--- src/rtl/link_monitor_pkg.sv ---
// link_monitor_pkg: shared state encoding and 50 MHz default timing constants for link_monitor.
package link_monitor_pkg;
    typedef enum logic [1:0] {IDLE, ISSUE, WAIT} state_t;
    localparam int DEF_POLL_CYCLES       = 50_000_000;
    localparam int DEF_TIMEOUT_CYCLES    = 1_000_000;
    localparam int DEF_BLINK_HALF_CYCLES = 12_500_000;
endpackage

--- src/rtl/led_blinker.sv ---
// led_blinker: half-period counter and phase register driving the error blink.
module led_blinker
    import link_monitor_pkg::*;
#(
    parameter int HALF_CYCLES = DEF_BLINK_HALF_CYCLES
) (
    input  logic sys_clk,
    input  logic sys_rst,
    input  logic en,
    input  logic restart,
    output logic phase
);
    localparam int CW = HALF_CYCLES > 1 ? $clog2(HALF_CYCLES) : 1;
    localparam logic [CW-1:0] HALF_LAST = CW'(HALF_CYCLES - 1);
    logic [CW-1:0] cnt;
    always_ff @(posedge sys_clk) begin
        if (sys_rst || !en && !restart) begin
            cnt   <= '0;
            phase <= 1'b0;
        end else if (restart) begin
            cnt   <= '0;
            phase <= 1'b1;
        end else if (cnt == HALF_LAST) begin
            cnt   <= '0;
            phase <= ~phase;
        end else begin
            cnt <= cnt + CW'(1);
        end
    end
endmodule

--- src/rtl/link_monitor.sv ---
// link_monitor: sequences MDIO accesses (key press, pending request, optional poll) and latches link status.
// Define LINK_MONITOR_AUTO_POLL_EN to compile in the periodic poll timer.
module link_monitor
    import link_monitor_pkg::*;
#(
    parameter int POLL_CYCLES       = DEF_POLL_CYCLES,
    parameter int TIMEOUT_CYCLES    = DEF_TIMEOUT_CYCLES,
    parameter int BLINK_HALF_CYCLES = DEF_BLINK_HALF_CYCLES
) (
    input  logic sys_clk,
    input  logic sys_rst,
    input  logic key_flag,
    input  logic mdio_set_end_flag,
    input  logic mdio_link_flag,
    output logic mdio_set_start_flag,
    output logic busy,
    output logic link_valid,
    output logic link_up,
    output logic timeout_err,
    output logic led
);
    if (POLL_CYCLES < 2 || TIMEOUT_CYCLES < 2 || BLINK_HALF_CYCLES < 1) begin : g_bad_params
        $error("link_monitor: cycle parameters out of range");
    end
    localparam int WW = $clog2(TIMEOUT_CYCLES);
    localparam logic [WW-1:0] WAIT_LAST = WW'(TIMEOUT_CYCLES - 1);
    state_t        state, state_nxt;
    logic [WW-1:0] wait_cnt;
    logic          pending, poll_hit, done, timed_out, blink;
    assign done      = state == WAIT && mdio_set_end_flag;
    assign timed_out = state == WAIT && !mdio_set_end_flag && wait_cnt == WAIT_LAST;
`ifdef LINK_MONITOR_AUTO_POLL_EN
    localparam int PW = $clog2(POLL_CYCLES);
    localparam logic [PW-1:0] POLL_LAST = PW'(POLL_CYCLES - 1);
    logic [PW-1:0] poll_cnt;
    // Counts only uninterrupted idle cycles, so polls are spaced from the last completion.
    always_ff @(posedge sys_clk) begin
        poll_cnt <= sys_rst || state != IDLE || state_nxt != IDLE ? '0 : poll_cnt + PW'(1);
    end
    assign poll_hit = state == IDLE && poll_cnt == POLL_LAST;
`else
    assign poll_hit = 1'b0;
`endif
    always_comb begin
        state_nxt = state == IDLE  ? (key_flag || pending || poll_hit ? ISSUE : IDLE) :
                    state == ISSUE ? WAIT :
                    done || timed_out ? IDLE : WAIT;
    end
    always_ff @(posedge sys_clk) begin
        if (sys_rst) begin
            state       <= IDLE;
            wait_cnt    <= '0;
            pending     <= 1'b0;
            link_valid  <= 1'b0;
            link_up     <= 1'b0;
            timeout_err <= 1'b0;
        end else begin
            state    <= state_nxt;
            wait_cnt <= state == WAIT && state_nxt == WAIT ? wait_cnt + WW'(1) : '0;
            pending  <= state == IDLE ? 1'b0 : pending | key_flag;
            if (done) begin
                link_up     <= mdio_link_flag;
                link_valid  <= 1'b1;
                timeout_err <= 1'b0;
            end else if (timed_out) begin
                link_up     <= 1'b0;
                timeout_err <= 1'b1;
            end
        end
    end
    led_blinker #(.HALF_CYCLES(BLINK_HALF_CYCLES)) u_blinker (
        .sys_clk (sys_clk),
        .sys_rst (sys_rst),
        .en      (timeout_err),
        .restart (timed_out),
        .phase   (blink)
    );
    assign mdio_set_start_flag = state == ISSUE;
    assign busy                = state != IDLE;
    assign led                 = timeout_err ? blink : link_valid & link_up;
endmodule

--- config.mk ---
export PLATFORM = sky130hd
export DESIGN_NAME = link_monitor
export DESIGN_NICKNAME = d
export VERILOG_FILES = /design/src/rtl/link_monitor_pkg.sv /design/src/rtl/led_blinker.sv /design/src/rtl/link_monitor.sv
export SDC_FILE = /design/constraint.sdc
export NUM_CORES = 1
export LEC_CHECK = 0
export CORE_MARGIN = 5
export CORE_UTILIZATION = 60
export DETAILED_ROUTE_END_ITERATION = 16
export MAX_ROUTING_LAYER = met4
export PLACE_DENSITY = 0.8
export SYNTH_ARGS = -nofsm -noshare
export SYNTH_HDL_FRONTEND = slang
export SYNTH_SLANG_ARGS = --single-unit
--- constraint.sdc ---
create_clock -name sys_clk -period 2.9 [get_ports sys_clk]
set_clock_uncertainty 0.2 [all_clocks]
set_input_delay 0.725 -clock sys_clk [delete_from_list [all_inputs] [get_ports sys_clk]]
set_output_delay 0.725 -clock sys_clk [all_outputs]
set_load 0.005 [all_outputs]
# --- Word level (Yosys, flattened, before mapping) ---
# Cells that the tools add are included.
# W data, S select, Z words.
totals:
  reg_bits: 51
  inputBits: 5
  elab_cells: 47
op_classes:
  addsub: 2
  eq_ne: 5
  n_mux: 9
  bitwise: 4
  n_reduce_logical: 19
op_table:
  columns: ["operator", "n"]
  rows:
  - ["$add A24 B1 Y24 const B", 1]
  - ["$eq A24 B24 Y1 const B", 1]
  - ["$add A20 B1 Y20 const B", 1]
  - ["$eq A20 B20 Y1 const B", 1]
  - ["$mux W1", 6]
  - ["$mux W2", 3]
  - ["$reduce_bool A2 Y1", 3]
  - ["$reduce_or A2 Y1", 3]
  - ["$logic_and A1 B1 Y1", 5]
  - ["$eq A2 B2 Y1 const B", 2]
  - ["$logic_not A1 Y1", 3]
  - ["$logic_or A1 B1 Y1", 3]
  - ["$reduce_or A3 Y1", 1]
  - ["$eq A2 B1 Y1 const B", 1]
  - ["$logic_not A2 Y1", 1]
  - ["$not A1 Y1", 2]
  - ["$and A1 B1 Y1", 1]
  - ["$or A1 B1 Y1", 1]

# --- Depth between registers and ports, before layout ---
logic_depth:
  ltp_word: 11
  ltp_mapped: 7

# --- By module ---
# A second synthesis with hierarchy kept.
hier_totals:
  hier_cells: 285
  area_unflattened_um2: 2463.6
modules_own_cells:
  columns: ["module", "instances", "cells_per_inst", "area_each_um2"]
  rows:
  - ["led_blinker", 1, 151, 1292.5]
  - ["link_monitor", 1, 134, 1171.1]

# --- Worst setup path after synthesis ---
# OpenSTA, ideal clock, no wires.
synth_path:
  path_kind: "input-to-reg"
  startpoint: "input port mdio_set_end_flag"
  endpoint: "register u_blinker.cnt[17]"
  arrival_time_ns: 1.823
  t_required_ns: 2.585
  slack_ns: 0.763
  cell_stages: 6
  cell_sequence: "nor4b_2 > nand3_1 > nor4_4 > nand4b_4 > buf_6 > nor2_1"
synth_between:
  elab_chain_len: 7
synth_rtl:
  columns: ["element", "line", "source"]
  rows:
  - ["from (decl)", "link_monitor.sv:13", "input logic mdio_set_end_flag,"]
  - ["$logic_not A1 Y1 *", "link_monitor.sv:31", "assign timed_out = state == WAIT && !mdio_set_end_flag && wait_cnt == WAIT_LAST;"]
  - ["$logic_and A1 B1 Y1 * (2 in series)", "link_monitor.sv:31", null]
  - ["$logic_not A1 Y1", "led_blinker.sv:17", "if (sys_rst || !en && !restart) begin"]
  - ["$logic_and A1 B1 Y1", "led_blinker.sv:17", null]
  - ["$logic_or A1 B1 Y1", "led_blinker.sv:17", null]
  - ["$reduce_or A3 Y1 (no source line) *", null, null]
  - ["to (signal assigned)", "led_blinker.sv:27", "cnt <= cnt + CW'(1);"]
  - ["to (decl)", "led_blinker.sv:15", "logic [CW-1:0] cnt;"]
# Every way passes the cells marked *; elsewhere a longest branch is shown, timed or not.
# A chain may end at the register's enable or synchronous reset.

# --- Worst setup path in the final report ---
layout_path:
  startpoint: "register timeout_err"
  endpoint: "output port led"
layout_between:
  elab_chain_len: 1
layout_rtl:
  columns: ["element", "line", "source"]
  rows:
  - ["from (decl)", "link_monitor.sv:19", "output logic timeout_err,"]
  - ["from (signal assigned)", "link_monitor.sv:56", "timeout_err <= 1'b0;"]
  - ["from (signal assigned)", "link_monitor.sv:64", "timeout_err <= 1'b0;"]
  - ["from (signal assigned)", "link_monitor.sv:67", "timeout_err <= 1'b1;"]
  - ["$mux W1", "link_monitor.sv:80", "assign led = timeout_err ? blink : link_valid & link_up;"]
  - ["to (decl)", "link_monitor.sv:20", "output logic led"]
# No other way between the ends.

==> impl_metrics.csv <==
group,metric,value,unit
synthesis,syn_area_per_cell,8.88,µm²
detailed_routing,wl,3760,µm
floorplan,io-pin-count,11,
detailed_routing,avgRoutedWirePerCell,12.0,µm
hold_path,worstHoldPathType,"reg -> reg",
pwr,p_seq_frac,0.601,
detailed_routing,vias,1655,
grt,grt_max_degree,25,
grt,antenna_found_initial,0,
floorplan,start_util,0.611,
critical_path,cp_data_required_time,1.98,ns
timing,setup_violations,0,
pwr,leakage,0.775,nW
timing,finalHoldViolCount,0,
timing,min_period,2.39,ns
floorplan,fp.dieH,70.8,µm
clocking,insertion_delay,0.30,ns
timing,hold_slack,0.278,ns
synthesis,synth_nets,257,
timing,rsz0062_at_grt,"no",
synthesis,async_reset_ff_frac,0,
critical_path,start_kind,"flop",
placement,dp_cells,305,
detailed_routing,vias_per_cell,5.29,
synthesis,synth_edf_count,0,
clocking,htreeDepth,2,
pwr,swShare,0.201,
clocking,clock_sinks,51,
detailed_routing,route.detailed.drc,0,
pwr,p_total,1.18,mW
synthesis,ys_seq_area_frac,0.460,
timing,clock.fmax,0.418,GHz
pwr,power_switching,0.237,mW
grt,grt_pass1_vias,1536,
synthesis,synth_flop_cell,"dfxtp_1",
clocking,clkTransAtPathRegs,0.09,ns
detailed_routing,drt-pass1-iter-count,4,
critical_path,crit_arrival,1.46,ns
finish,antennaDiodeCount,0,
pwr,pwr-share-comb,0.028,
critical_path,critPathKind,"reg -> out",
placement,gp_congestion,0.842,
timing,finalCritPeriodShare,0.824,
pwr,powerDensity,476,nW/µm²
synthesis,synth_cell_types,30,
critical_path,crit_fanout,6,
pwr,intPower,0.940,mW
grt,track_usage,0.166,
placement,dp_hpwl,2720,µm
pwr,ir_worst_vdd,0.382,mV
synthesis,syn_area,2220,µm²
clocking,cts_root_buf,"clkbuf_8",
synthesis,synthCells,250,
clocking,cts_made_buffers,5,
clocking,cts_tree,"built",
clocking,clk_path_buf_depth,2,
floorplan,die_area,5020,µm²
timing,slew_viol_final,0,
finish,drive_gt1_frac,0.0566,
clocking,cts_setup_buffers,0,
placement,portBuffers,10,
clocking,cts_hold_buf,0,
run_status,outcome,"finished clean",
synthesis,synth-seq-cells,51,
synthesis,yosysWarningCount,0,
detailed_routing,final_antenna_net_count,0,
floorplan,dieWidth,70.8,µm
timing,setup_tns,0,ns
timing,worst_slack,0.510,ns
grt,grt_overflow,0,
critical_path,worstSetupEndpointType,"primary output",
finish,instances_no_fill,313,
detailed_routing,drtIter0Drc,101,
finish,nets,271,
finish,areaGrowthSynthToFinish,11.3,%
floorplan,core_area,3630,µm²
placement,dp_slack,0.213,ns
grt,grt_pass1_wl,6630,µm
flow_run,maxCapViolCount,0,
timing,relSlewSlack,0.601,
timing,worst_slew_pin_slew,0.593,ns
pwr,clkPwrFrac,0.371,
floorplan,std_cell_rows,22,
clocking,cts_resized,0,
sequential cells by signal, summed over array words and instances, names as in the netlist:
| name | cells |
|---|---|
| wait_cnt | 20 |
| link_up | 1 |
| u_blinker.cnt | 24 |
| link_valid | 1 |
| state | 2 |
| timeout_err | 1 |
| u_blinker.phase | 1 |
| pending | 1 |
critical path, cell delays in order, from the launching register on:
cell and delay [ns]:
dfxtp_1 0.45, nand2_1 0.10, o21ai_0 0.09, clkdlybuf4s50_1 0.53
power groups by stage:
stage	Combinational [mW]	Clock, mW	Sequential [mW]
4_1_cts	0.0335	0.453	0.708
3_5_place_dp	0.0335	0	0.724
2_1_floorplan	0.0152	0	0.724
5_1_grt	0.0360	0.481	0.708
3_3_place_gp	0.0328	0	0.724
6_report	0.0330	0.436	0.708
kinds of logic (layout without fill, tap and decap cells):
group,count (synthesis),after routing,share of synthesized area
AND/OR/NAND/NOR,139,139,0.326
flip-flops,51,51,0.460
XOR/XNOR,40,40,0.158
buffers and inverters,14,29,0.0338
AO/OA/AOI/OAI,4,4,0.0113
adder cells (fa/ha/maj),2,2,0.0113
worst paths after layout:
check / cells past startpoint / to / slack [ns] / from
max: 3 / led / 0.51 / timeout_err
max reg2reg: 6 / u_blinker.cnt[20] / 0.78 / u_blinker.cnt[0]
min: 1 / wait_cnt[0] / 0.28 / wait_cnt[0]
min reg2reg: 1 / wait_cnt[0] / 0.28 / wait_cnt[0]
stage by stage:
step,utilization,instance area [µm²]
after floorplan,-,2220
after global placement,0.651,2370
after detailed placement,0.651,2370
after CTS,0.680,2470
after global routing,0.680,2470
final,0.680,2470
layout by cell type, fill, tap and decap left out, types with 3 or more instances in the layout:
| cell | n |
|---|---|
| nor3_1 | 3 |
| xnor2_1 | 17 |
| clkdlybuf4s50_1 | 10 |
| nor2_1 | 63 |
| nor4_1 | 7 |
| nand4_1 | 14 |
| inv_1 | 9 |
| and3_1 | 3 |
| clkbuf_8 | 7 |
| dfxtp_1 | 51 |
| xor2_1 | 23 |
| nand3_1 | 17 |
| nor4b_1 | 3 |
| nor2b_1 | 3 |
| nand2_1 | 14 |
metal layers:
layer,up-vias,global-route usage,routed length [µm]
met2,20,0.267,1790
met5,-,-,0
met3,4,0.0469,108
met1,760,0.207,1830
met4,0,0.0376,35
li1,871,-,-
synth_stat cells (2+ instances only):
library cell | n | area (µm²)
nor2_1 | 63 | 236
dfxtp_1 | 51 | 1020
xor2_1 | 23 | 201
nand3_1 | 17 | 85.1
xnor2_1 | 17 | 149
nand2_1 | 14 | 52.6
nand4_1 | 14 | 87.6
inv_1 | 9 | 33.8
nor4_1 | 7 | 43.8
and3_1 | 3 | 18.8
nor2b_1 | 3 | 18.8
nor3_1 | 3 | 15.0
nor4b_1 | 3 | 26.3
and4_1 | 2 | 17.5
buf_4 | 2 | 15.0
buf_6 | 2 | 22.5
ha_1 | 2 | 25.0
nor4b_2 | 2 | 30.0
o21ai_0 | 2 | 10.0
layout make-up:
type | instances | area, µm²
Fill cell | 295 | 1160
Clock inverter | 1 | 7.51
Timing Repair Buffer | 12 | 128
Inverter | 9 | 33.8
Tap cell | 48 | 60.1
Multi-Input combinational cell | 185 | 1120
Sequential cell | 51 | 1020
Clock buffer | 7 | 96.3
No activity file was read; power rests on OpenSTA's default activity.
